File: src/rtl/booth_seq_mult_pkg.sv
// ============================================================================
//  booth_seq_mult_pkg
//  Shared types and constants for the sequential radix-2 Booth multiplier.
//  Revision: 1.0
// ============================================================================
`default_nettype none

package booth_seq_mult_pkg;

    localparam int C_DEFAULT_WIDTH = 8;

    typedef enum logic [1:0] {
        S_IDLE = 2'd0,
        S_CALC = 2'd1,
        S_DONE = 2'd2
    } state_t;

    typedef enum logic [1:0] {
        OP_NOP = 2'd0,
        OP_ADD = 2'd1,
        OP_SUB = 2'd2
    } booth_op_t;

    // Radix-2 Booth recoding of the current multiplier bit pair {Q[0], q_m1}.
    function automatic booth_op_t booth_decode(input logic q0, input logic qm1);
        case ({q0, qm1})
            2'b01:   return OP_ADD;
            2'b10:   return OP_SUB;
            default: return OP_NOP;
        endcase
    endfunction

endpackage

`default_nettype wire

File: src/rtl/booth_seq_mult_step.sv
// ============================================================================
//  booth_step
//  One combinational Booth iteration: add/sub of M then arithmetic right shift.
//  Revision: 1.0
// ============================================================================
`default_nettype none

module booth_step
    import booth_seq_mult_pkg::*;
#(
    parameter int WIDTH = C_DEFAULT_WIDTH
) (
    input  logic [WIDTH:0]   i_a,
    input  logic [WIDTH-1:0] i_q,
    input  logic             i_qm1,
    input  logic [WIDTH:0]   i_m,
    output logic [WIDTH:0]   o_a,
    output logic [WIDTH-1:0] o_q,
    output logic             o_qm1
);

    booth_op_t        w_op;
    logic [WIDTH:0]   w_sum;

    always_comb begin
        w_op  = booth_decode(i_q[0], i_qm1);
        w_sum = i_a;
        case (w_op)
            OP_ADD:  w_sum = i_a + i_m;
            OP_SUB:  w_sum = i_a - i_m;
            default: w_sum = i_a;
        endcase
        // Arithmetic shift of the concatenation {A, Q, q_m1} by one place.
        o_a   = {w_sum[WIDTH], w_sum[WIDTH:1]};
        o_q   = {w_sum[0], i_q[WIDTH-1:1]};
        o_qm1 = i_q[0];
    end

endmodule

`default_nettype wire

File: src/rtl/booth_seq_mult.sv
// ============================================================================
//  booth_seq_mult
//  Sequential radix-2 Booth multiplier, signed WIDTH x WIDTH -> 2*WIDTH.
//  Revision: 1.0
// ============================================================================
`default_nettype none

module booth_seq_mult
    import booth_seq_mult_pkg::*;
#(
    parameter int WIDTH = C_DEFAULT_WIDTH
) (
    input  logic                 clk,
    input  logic                 rst,
    input  logic                 start,
    input  logic [WIDTH-1:0]     a,
    input  logic [WIDTH-1:0]     b,
    output logic                 busy,
    output logic                 done,
    output logic [2*WIDTH-1:0]   product
);

    localparam int              C_CNT_W    = $clog2(WIDTH) + 1;
    localparam logic [C_CNT_W-1:0] C_CNT_LAST = C_CNT_W'(WIDTH - 1);

    state_t                 r_state;
    state_t                 w_state_nxt;
    logic                   w_accept;

    logic [WIDTH:0]         r_a;
    logic [WIDTH:0]         r_m;
    logic [WIDTH-1:0]       r_q;
    logic                   r_qm1;
    logic [C_CNT_W-1:0]     r_cnt;
    logic                   r_busy;
    logic                   r_done;
    logic [2*WIDTH-1:0]     r_product;

    logic [WIDTH:0]         w_a_nxt;
    logic [WIDTH-1:0]       w_q_nxt;
    logic                   w_qm1_nxt;

    booth_step #(
        .WIDTH (WIDTH)
    ) u_step (
        .i_a   (r_a),
        .i_q   (r_q),
        .i_qm1 (r_qm1),
        .i_m   (r_m),
        .o_a   (w_a_nxt),
        .o_q   (w_q_nxt),
        .o_qm1 (w_qm1_nxt)
    );

    always_ff @(posedge clk or negedge rst) begin
        if (!rst) begin
            r_state <= S_IDLE;
        end else begin
            r_state <= w_state_nxt;
        end
    end

    always_comb begin
        w_state_nxt = r_state;
        w_accept    = 1'b0;
        case (r_state)
            S_IDLE: begin
                if (start) begin
                    w_accept    = 1'b1;
                    w_state_nxt = S_CALC;
                end
            end
            S_CALC: begin
                if (r_cnt == C_CNT_LAST) begin
                    w_state_nxt = S_DONE;
                end
            end
            S_DONE: begin
                w_state_nxt = S_IDLE;
            end
            default: begin
                w_state_nxt = S_IDLE;
            end
        endcase
    end

    always_ff @(posedge clk or negedge rst) begin
        if (!rst) begin
            r_a       <= '0;
            r_m       <= '0;
            r_q       <= '0;
            r_qm1     <= 1'b0;
            r_cnt     <= '0;
            r_busy    <= 1'b0;
            r_done    <= 1'b0;
            r_product <= '0;
        end else begin
            r_done <= (r_state == S_DONE);
            if (w_accept) begin
                // Extra sign bit on M and A keeps A - M exact for M = -2^(WIDTH-1).
                r_m    <= {a[WIDTH-1], a};
                r_q    <= b;
                r_a    <= '0;
                r_qm1  <= 1'b0;
                r_cnt  <= '0;
                r_busy <= 1'b1;
            end
            if (r_state == S_CALC) begin
                r_a   <= w_a_nxt;
                r_q   <= w_q_nxt;
                r_qm1 <= w_qm1_nxt;
                r_cnt <= r_cnt + C_CNT_W'(1);
            end
            if (r_state == S_DONE) begin
                r_product <= {r_a[WIDTH-1:0], r_q};
                r_busy    <= 1'b0;
            end
        end
    end

    assign busy    = r_busy;
    assign done    = r_done;
    assign product = r_product;

endmodule

`default_nettype wire

File: config.mk
export PLATFORM = sky130hd
export DESIGN_NAME = booth_seq_mult
export DESIGN_NICKNAME = d
export VERILOG_FILES = /design/src/rtl/booth_seq_mult_pkg.sv /design/src/rtl/booth_seq_mult_step.sv /design/src/rtl/booth_seq_mult.sv
export SDC_FILE = /design/constraint.sdc
export NUM_CORES = 1
export LEC_CHECK = 0
export ABC_CLOCK_PERIOD_IN_PS = 4800
export CORE_ASPECT_RATIO = 0.6
export CORE_MARGIN = 1.5
export CORE_UTILIZATION = 25
export DETAILED_ROUTE_END_ITERATION = 8
export PLACE_DENSITY = 0.43
export REMOVE_ABC_BUFFERS = 1
export SYNTH_ARGS = -nofsm -noshare
export SYNTH_HDL_FRONTEND = slang
export SYNTH_SLANG_ARGS = --single-unit
File: constraint.sdc
create_clock -name clk -period 4.8 [get_ports clk]
set_input_delay 0.72 -clock clk [delete_from_list [all_inputs] [get_ports clk]]
set_output_delay 0.72 -clock clk [all_outputs]
set_load 0.005 [all_outputs]
==> results.sh, run 1 <==
export IMPL_status="complete, no violations"
export IMPL_cap_violations=0
export IMPL_hold_viol_final=0
export IMPL_clk_pin_slew_ns=0.07
export IMPL_seq_area_frac_synth_pct=49.5
export IMPL_antenna_cells=0
export IMPL_setup_ws_ns=1.90
export IMPL_hold_class="reg -> reg"
export IMPL_worstPathArrival_ns=3.06
export IMPL_finalCriticalPeriod_ns=2.90
export IMPL_ys_flop_type="dfrtp_1"
export IMPL_finalWeightedCongestion=0.707
export IMPL_start_util_pct=26.4
export IMPL_wirelength_mm=6.20
export IMPL_fmax_ghz=0.345
export IMPL_core_area_mm2=0.00939
export IMPL_use_met3_pct=3.28
export IMPL_maxSlewViolCount=0
export IMPL_slew_headroom_pct=40.3
export IMPL_reg2reg_depth=11
export IMPL_crit_chain="inv_1 -> ha_1 -> nor3b_1 -> nor2_1 -> xnor2_1 -> ha_1 -> a21o_1 -> a21o_2 -> a221oi_1 -> mux2i_1 -> nand3_1"
export IMPL_grt_pass1_wl_mm=10.2
export IMPL_register_area_mm2=0.00123
export IMPL_grt_max_degree=50
export IMPL_p_leak_uw=0.00141
export IMPL_io_buffers=36
export IMPL_dp_cells=410
export IMPL_cts_buffer_depth=2
export IMPL_yosys_cell_types_count=36
export IMPL_drive_gt1_share_pct=9.72
export IMPL_cts_sinks=49
export IMPL_multi_input_area_mm2=0.00118
export IMPL_final_common_cell="dfrtp_1"
export IMPL_r2r_start="r_m[0]"
export IMPL_crit_type="reg -> reg"
export IMPL_cts_tree="yes"
export IMPL_grt_busiest_layer="met1"
export IMPL_area_growth_pct=26.3
export IMPL_power_density_mw_per_mm2=803
export IMPL_drt_iter0_drc=103
export IMPL_insertion_delay_ns=0.29
export IMPL_start_kind="flop"
export IMPL_htreeDepth=2
export IMPL_via_per_inst=4.55
export IMPL_grt_pass1_vias=1843
export IMPL_critical_path_slowest_cell="dfrtp_1"
export IMPL_io_pins=37
export IMPL_die_x_um=131
export IMPL_power_total_uw=2510
export IMPL_cts_root_buf="clkbuf_16"
export IMPL_overflow=0
export IMPL_setup_tns_ns=0
export IMPL_final_period_utilization_pct=60.4
export IMPL_synth_seq_cells=49
export IMPL_ctsHoldBuffers=0
export IMPL_endpoint_kind="flop"
export IMPL_synth_area_mm2=0.00247
export IMPL_wl_per_cell_um=14.8
export IMPL_final_antenna_net_count=0
export IMPL_cts_resized=0
export IMPL_die_h_um=80.1
export IMPL_r2r_end="r_a[6]"
export IMPL_antenna_found_initial=0
export IMPL_synth_edf_count=0
export IMPL_dr_total_vias=1900
export IMPL_setup_violations_final=0
export IMPL_cpMostUsedCell="ha_1"
export IMPL_synth_warnings=0
export IMPL_r2r_slack_ns=1.90
export IMPL_syn_area_per_cell_um2=9.90
export IMPL_endpoint="r_a[6]"
export IMPL_rsz0062_at_grt="false"
export IMPL_synth_cells=250
export IMPL_die_area_mm2=0.0105
export IMPL_cts_setup_buffers=0
export IMPL_crit_path_max_fanout=5
export IMPL_startpoint="r_m[0]"
export IMPL_met2_usage_pct=16.1
export IMPL_dr_pass1_iters=4
export IMPL_drc=0
export IMPL_hpwl_mm=4.32
export IMPL_instances_no_fill=418
export IMPL_peakVddDrop_mv=0.261
export IMPL_grt_usage_pct=12.6
export IMPL_use_met1_pct=20.2
export IMPL_nets=318
export IMPL_core_rowCount=27
export IMPL_numCtsBuffers=5
export IMPL_fillers=977
export IMPL_dpl_worst_slack_ns=1.90
export IMPL_critical_path_max_stage_delay_ns=0.42
export IMPL_ys_async_sr_fraction_pct=100
export IMPL_tightest_slew_ns=0.894
export IMPL_final_cell_mix="dfrtp_1, nand2_1, clkdlybuf4s50_1"
export IMPL_finClkSkew_ns=0.00698
export IMPL_cp_required_ns=4.96
cell families after synthesis:
family / Yosys count / share of synthesized area, %
and+or+nand+nor: 94 / 17.3
AOI/OAI and AO/OA: 51 / 13.2
DFF: 49 / 49.5
buffers and inverters: 18 / 2.78
muxes: 17 / 7.63
adders and majority gates: 12 / 6.37
xor gates and xnor gates: 9 / 3.19
flip-flops by register name, summed over array words and instances, names as in the netlist, 2 cells and up:
signal	flops
product	16
r_a	8
r_cnt	4
r_m	8
r_q	8
r_state	2
layer usage:
layer	share of wire (%)	wire length, um
met5	0	0
met4	0.31	19
met3	4.0	250
met2	35	2170
met1	61	3760
worst max-delay path, delay by kind of cell, from the launching register on:
kind / cells / cell delay [ns]
compound gates: 3 / 0.79
xor+xnor: 1 / 0.14
fa+ha+maj: 2 / 0.51
buf+inv: 1 / 0.09
flops: 1 / 0.42
mux: 1 / 0.24
simple gates: 3 / 0.58
Yosys cell counts (all sizes together), types with 4 or more instances:
master / count / area share (%)
inv: 9 / 1.4
nor2: 15 / 2.3
nand2: 42 / 6.4
ha: 11 / 5.6
nand3: 12 / 2.4
dfrtp: 49 / 50
xnor2: 6 / 2.1
a22oi: 7 / 2.1
nor3: 8 / 1.6
clkbuf: 8 / 1.2
a31oi: 4 / 1.0
o21ai: 15 / 3.0
a21oi: 8 / 1.6
mux2: 15 / 6.8
o21a: 6 / 1.8
per-stage QoR:
step                      hold WS (ns)  util (%)  instance area [um2]
after floorplan                  0.424         -                 2440
after global placement           0.462      31.8                 2990
after detailed placement         0.474      31.8                 2990
after CTS                        0.491      33.3                 3130
after global routing             0.512      33.3                 3130
final                            0.484      33.3                 3130
worst min-delay path by stage:
stage                     from  slack, ns  cells after the start         end
global route        product[8]       0.51                      2  product[8]
detailed placement  product[8]       0.47                      2  product[8]
global placement    product[8]       0.46                      2  product[8]
CTS                 product[8]       0.49                      2  product[8]
finish              product[9]       0.48                      2  product[9]
floorplan                  rst       0.42                      0        busy
where the power goes:
| group | internal, uW | total [uW] | leakage (uW) | switching, uW |
|---|---|---|---|---|
| Sequential | 596 | 748 | 0.000620 | 152 |
| Combinational | 669 | 1410 | 0.000728 | 742 |
| Clock | 194 | 352 | 0.0000641 | 158 |
| Total | 1460 | 2510 | 0.00141 | 1050 |
final cells by class:
class	count	share of cell area [%]
multi-input cells	183	37.9
flip-flops and latches	49	39.2
inverters	9	1.08
repair buffers	39	12.1
clock buffers	7	4.24
well taps	130	5.20
clock inverters	1	0.240
Note: power is estimated with default switching activity, not from simulation.
==> run 2, diff against run 1 <==
ABC_CLOCK_PERIOD_IN_PS = 2400   (was 4800)
PLACE_DENSITY = 0.45   (was 0.43)
clock period = 2.4 ns   (was 4.8 ns; I/O delays follow)
==> run 2 against run 1 <==
  * The run now ends with negative setup slack left
  * Highest routed layer unchanged
  * Flip-flop and latch count did not move
  * Global-route usage rose by 0.44 points
  * Clock power grew 130%
  * Count of clock-buffer cells in the layout is 2 lower
  * Wire length increased by 6.9%
  * Fmax grew 14%
  * Critical path depth shrank 1
  * Largest power group unchanged
  * Cell area up 15%
  * Power increased to 2.5 times the previous value
  * Worst hold slack got worse by 0.43 ns
  * Clock skew shrank 0.0019 ns
  * Sequential power increased by 100%
==> results.sh, run 2 (synthesis gave the netlist of run 1 again) <==
export IMPL_status="complete, but fails checks"
export IMPL_violations="negative setup slack"
export IMPL_dr_total_vias=2043
export IMPL_io_buffers=36
export IMPL_dpl_worst_slack_ns=-0.243
export IMPL_drive_gt1_share_pct=27.4
export IMPL_dp_cells=439
export IMPL_p_seq_share_pct=23.7
export IMPL_grt_pass1_vias=1948
export IMPL_htreeDepth=2
export IMPL_final_period_utilization_pct=106
export IMPL_insertion_delay_ns=0.29
export IMPL_cpMostUsedCell="buf_4"
export IMPL_hold_class="in -> async"
export IMPL_rsz0062_at_grt="true"
export IMPL_core_area_mm2=0.00939
export IMPL_slew_headroom_pct=63.8
export IMPL_core_rowCount=27
export IMPL_power_density_mw_per_mm2=1760
export IMPL_start_kind="flop"
export IMPL_reg2reg_depth=10
export IMPL_finalCriticalPeriod_ns=2.56
export IMPL_endpoint_kind="flop"
export IMPL_numCtsBuffers=5
export IMPL_ctsHoldBuffers=0
export IMPL_cap_violations=0
export IMPL_finalWeightedCongestion=0.837
export IMPL_grt_pass1_wl_mm=10.7
export IMPL_die_x_um=131
export IMPL_drt_iter0_drc=91
export IMPL_p_sw_share_pct=39.3
export IMPL_overflow=0
export IMPL_drc=0
export IMPL_crit_path_max_fanout=3
export IMPL_via_per_inst=4.49
export IMPL_p_leak_uw=0.00165
export IMPL_instances_no_fill=455
export IMPL_wirelength_mm=6.63
export IMPL_combPwrFrac_pct=63.7
export IMPL_nets=356
export IMPL_worstPathArrival_ns=2.78
export IMPL_cts_buffer_depth=2
export IMPL_cp_required_ns=2.62
export IMPL_setup_ws_ns=-0.155
export IMPL_grt_usage_pct=13.0
export IMPL_clkPwrFrac_pct=12.6
export IMPL_io_pins=37
export IMPL_crit_chain="buf_4 -> nor4_4 -> buf_4 -> a21oi_2 -> xnor2_1 -> ha_2 -> or4_4 -> o22a_1 -> or3_1 -> nand3_1"
export IMPL_largest_reg_flops=16
export IMPL_netSwitchingPower_uw=2490
export IMPL_die_h_um=80.1
export IMPL_hpwl_mm=4.64
export IMPL_grt_max_degree=29
export IMPL_critical_path_slowest_cell="or4_4"
export IMPL_maxSlewViolCount=0
export IMPL_finClkSkew_ns=0.00507
export IMPL_r2r_slack_ns=-0.16
export IMPL_setup_violations_final=2
export IMPL_p_int_uw=3850
export IMPL_clk_pin_slew_ns=0.07
export IMPL_area_growth_pct=45.6
export IMPL_antenna_found_initial=0
export IMPL_final_common_cell="dfrtp_1"
export IMPL_wl_per_cell_um=14.6
export IMPL_tightest_slew_ns=0.542
export IMPL_final_cell_mix="dfrtp_1, nand2_1, buf_4, clkdlybuf4s50_1"
export IMPL_final_antenna_net_count=0
export IMPL_critical_path_max_stage_delay_ns=0.52
export IMPL_fmax_ghz=0.391
export IMPL_cts_sinks=49
export IMPL_crit_type="reg -> reg"
export IMPL_fillers=981
export IMPL_die_area_mm2=0.0105
export IMPL_antenna_cells=0
export IMPL_start_util_pct=26.4
export IMPL_hold_viol_final=0
export IMPL_peakVddDrop_mv=0.637
export IMPL_cts_root_buf="clkbuf_16"
export IMPL_cts_tree="yes"
export IMPL_dr_pass1_iters=4
==> run 2: cell types whose count changed in the layout (fill, tap and decap cells not counted), sizes merged <==
cell,before,now
clkinvlp,1,0
bufinv,0,1
buf,4,42
clkinv,0,1
clkbuf,7,5
==> run 2: power groups by stage <==
stage | Sequential [uW] | Clock [uW] | Combinational (uW)
CTS | 1480 | 824 | 3590
floorplan | 1430 | 0 | 2030
finish | 1510 | 799 | 4040
detailed placement | 1490 | 0 | 3320
global route | 1560 | 859 | 4500
global placement | 1490 | 0 | 3320
==> run 2: worst max-delay path, delay by kind of cell, from the launching register on <==
family                   cells  cell delay (ns)
XOR/XNOR                     1             0.13
AND/OR/NAND/NOR              4             1.21
flip-flops                   1             0.40
AO/OA/AOI/OAI                2             0.23
adder cells (fa/ha/maj)      1             0.19
buffers and inverters        2             0.32
==> run 2: per-layer routing <==
metal | vias up | global-route usage, % | wire, um
met1 | 985 | 20.8 | 3840
met5 | - | 0 | 0
li1 | 1032 | - | -
met3 | 2 | 3.28 | 198
met2 | 24 | 17.2 | 2560
met4 | 0 | 2.00 | 21
==> run 2: per-stage QoR <==
stage	cell area (um2)	setup TNS (ns)	hold WS, ns	total power, uW	utilization (%)
3_3_place_gp	3220	-0.364	0.384	4800	34.2
3_5_place_dp	3220	-0.525	0.380	4810	34.2
5_1_grt	3600	-0.742	0.0966	6920	38.4
4_1_cts	3470	-0.192	0.0707	5890	36.9
6_report	3600	-0.246	0.0505	6340	38.4
2_1_floorplan	2440	-0.117	0.0644	3460	-
==> run 2: repair_timing <==
item,CTS,global route
setup buffers,5,4
resized for setup,14,21
gates cloned,0,0
pin swaps,5,7
endpoints found under the setup margin,3,5
==> run 2: worst paths after layout <==
| check | startpoint | end |
|---|---|---|
| max | r_m[1] | r_a[7] |
| min | rst | product[1] |
| max reg2reg | r_m[1] | r_a[7] |
| min reg2reg | product[9] | product[9] |
| max in group asynchronous | rst | r_a[6] |
| min in group clk | product[9] | product[9] |
==> run 2: cell type report <==
class,count,area (um2),share of cell area [%]
clock inverter,2,35.0,0.972
timing repair buffer,77,687,19.1
multi-input combinational,183,1330,37.0
sequential,49,1230,34.0
clock buffer,5,125,3.47
inverter,9,33.8,0.937
tap,130,163,4.51
==> run 3, diff against run 2 <==
CORE_UTILIZATION = 48   (was 25)
PLACE_DENSITY = 0.75   (was 0.45)
==> run 3 against run 2 <==
  * The flow still finishes with violations (negative setup slack)
  * Worst hold slack lost 0.010 ns
  * Global-route usage grew 11 points
  * Critical path depth grew 1
  * Flip-flop and latch count is the same
  * Largest cell class unchanged
  * Highest routed layer unchanged
==> results.sh, run 3 (synthesis gave the netlist of run 1 again) <==
export IMPL_rsz0062_at_grt="true"
export IMPL_dp_cells=369
export IMPL_final_common_cell="dfrtp_1"
export IMPL_worstPathArrival_ns=2.77
export IMPL_die_x_um=95.7
export IMPL_io_buffers=36
export IMPL_overflow=0
export IMPL_numCtsBuffers=5
export IMPL_drc=0
export IMPL_multi_input_area_mm2=0.00133
export IMPL_clk_pin_slew_ns=0.09
export IMPL_p_leak_uw=0.00158
export IMPL_crit_type="reg -> reg"
export IMPL_final_antenna_net_count=0
export IMPL_nets=346
export IMPL_area_growth_pct=37.5
export IMPL_hold_class="in -> async"
export IMPL_cts_buffer_depth=2
export IMPL_final_cell_mix="dfrtp_1, nand2_1, clkdlybuf4s50_1, buf_4"
export IMPL_tightest_slew_ns=0.799
export IMPL_start_kind="flop"
export IMPL_largest_reg_flops=16
export IMPL_endpoint_kind="flop"
export IMPL_drt_iter0_drc=78
export IMPL_fmax_ghz=0.395
export IMPL_antenna_cells=0
export IMPL_grt_max_degree=28
export IMPL_setup_ws_ns=-0.132
export IMPL_hpwl_mm=4.32
export IMPL_cp_required_ns=2.64
export IMPL_post_route_util_pct=68.0
export IMPL_power_density_mw_per_mm2=1780
export IMPL_cap_violations=0
export IMPL_peakVddDrop_mv=0.730
export IMPL_grt_usage_pct=23.5
export IMPL_cts_root_buf="clkbuf_8"
export IMPL_dr_pass1_iters=4
export IMPL_violations="negative setup slack"
export IMPL_finalWeightedCongestion=0.841
export IMPL_wl_per_cell_um=15.7
export IMPL_status="complete, but fails checks"
export IMPL_slew_headroom_pct=46.6
export IMPL_die_h_um=58.6
export IMPL_start_util_pct=49.5
export IMPL_power_total_uw=6060
export IMPL_antenna_found_initial=0
export IMPL_final_area_mm2=0.00340
export IMPL_finClkSkew_ns=0.00400
export IMPL_placed_area_mm2=0.00308
export IMPL_drive_gt1_share_pct=25.9
export IMPL_crit_path_max_fanout=4
export IMPL_setup_violations_final=3
export IMPL_maxSlewViolCount=0
export IMPL_core_rowCount=20
export IMPL_wirelength_mm=6.02
export IMPL_dr_total_vias=2102
export IMPL_core_area_mm2=0.00500
export IMPL_finalCriticalPeriod_ns=2.53
export IMPL_io_pins=37
export IMPL_cts_tree="yes"
export IMPL_htreeDepth=2
export IMPL_hold_viol_final=0
export IMPL_grt_pass1_vias=2021
export IMPL_grt_pass1_wl_mm=9.87
export IMPL_final_period_utilization_pct=106
export IMPL_via_per_inst=5.50
export IMPL_die_area_mm2=0.00561
export IMPL_cts_sinks=49
export IMPL_fillers=402
export IMPL_insertion_delay_ns=0.30
export IMPL_instances_no_fill=382
export IMPL_register_area_mm2=0.00123
run 3: path summary, 6_finish.rpt:
kind / slack, ns / end / cells after the start / start
min in group clk: 0.49 / product[9] / 2 / product[9]
min: 0.04 / product[1] / 1 / rst
max reg2reg: -0.13 / r_a[7] / 11 / r_m[0]
min reg2reg: 0.49 / product[9] / 2 / product[9]
max: -0.13 / r_a[7] / 11 / r_m[0]
max in group asynchronous: 1.76 / r_q[0] / 2 / rst
run 3: layout make-up:
class	instances	area share, %
Timing Repair Buffer	67	17.5
Tap cell	66	2.43
Clock inverter	3	1.91
Inverter	9	0.993
Multi-Input combinational cell	183	39.1
Sequential cell	49	36.0
Clock buffer	5	2.02
run 3: per-stage QoR:
| stage | hold WS, ns | TNS, ns | setup WS [ns] |
|---|---|---|---|
| CTS | 0.0577 | -0.254 | -0.114 |
| detailed placement | 0.389 | -0.454 | -0.218 |
| finish | 0.0405 | -0.189 | -0.132 |
| floorplan | 0.0644 | -0.117 | -0.0757 |
| global route | 0.0857 | -0.691 | -0.215 |
| global placement | 0.390 | -0.304 | -0.136 |
run 3: report_power, final:
| part | switching (uW) | internal (uW) |
|---|---|---|
| Combinational | 1820 | 2030 |
| Sequential | 321 | 1190 |
| Clock | 285 | 414 |
run 3: timing repair:
| action | 4_1_cts | 5_1_grt |
|---|---|---|
| gates resized for setup | 14 | 22 |
| pin swaps | 5 | 12 |
| gates cloned | 0 | 0 |
| setup buffers | 0 | 5 |
| setup endpoints to repair | 5 | 6 |
| hold buffers | 0 | 0 |
run 3: metal layers:
| layer | routed length [um] | global-route usage, % |
|---|---|---|
| met3 | 292 | 4.65 |
| met1 | 2940 | 35.3 |
| met4 | 68 | 6.51 |
| met5 | 0 | 0 |
| met2 | 2720 | 34.7 |
run 3: worst max-delay path: stages (launching register included):
cell and delay, ns:
dfrtp_1 0.41, inv_2 0.09, ha_4 0.13, nor3b_4 0.19, buf_6 0.14, nor2_4 0.04
xnor2_2 0.12, ha_2 0.21, or4_4 0.51, o22a_1 0.19, or3_1 0.37, nand3_1 0.07
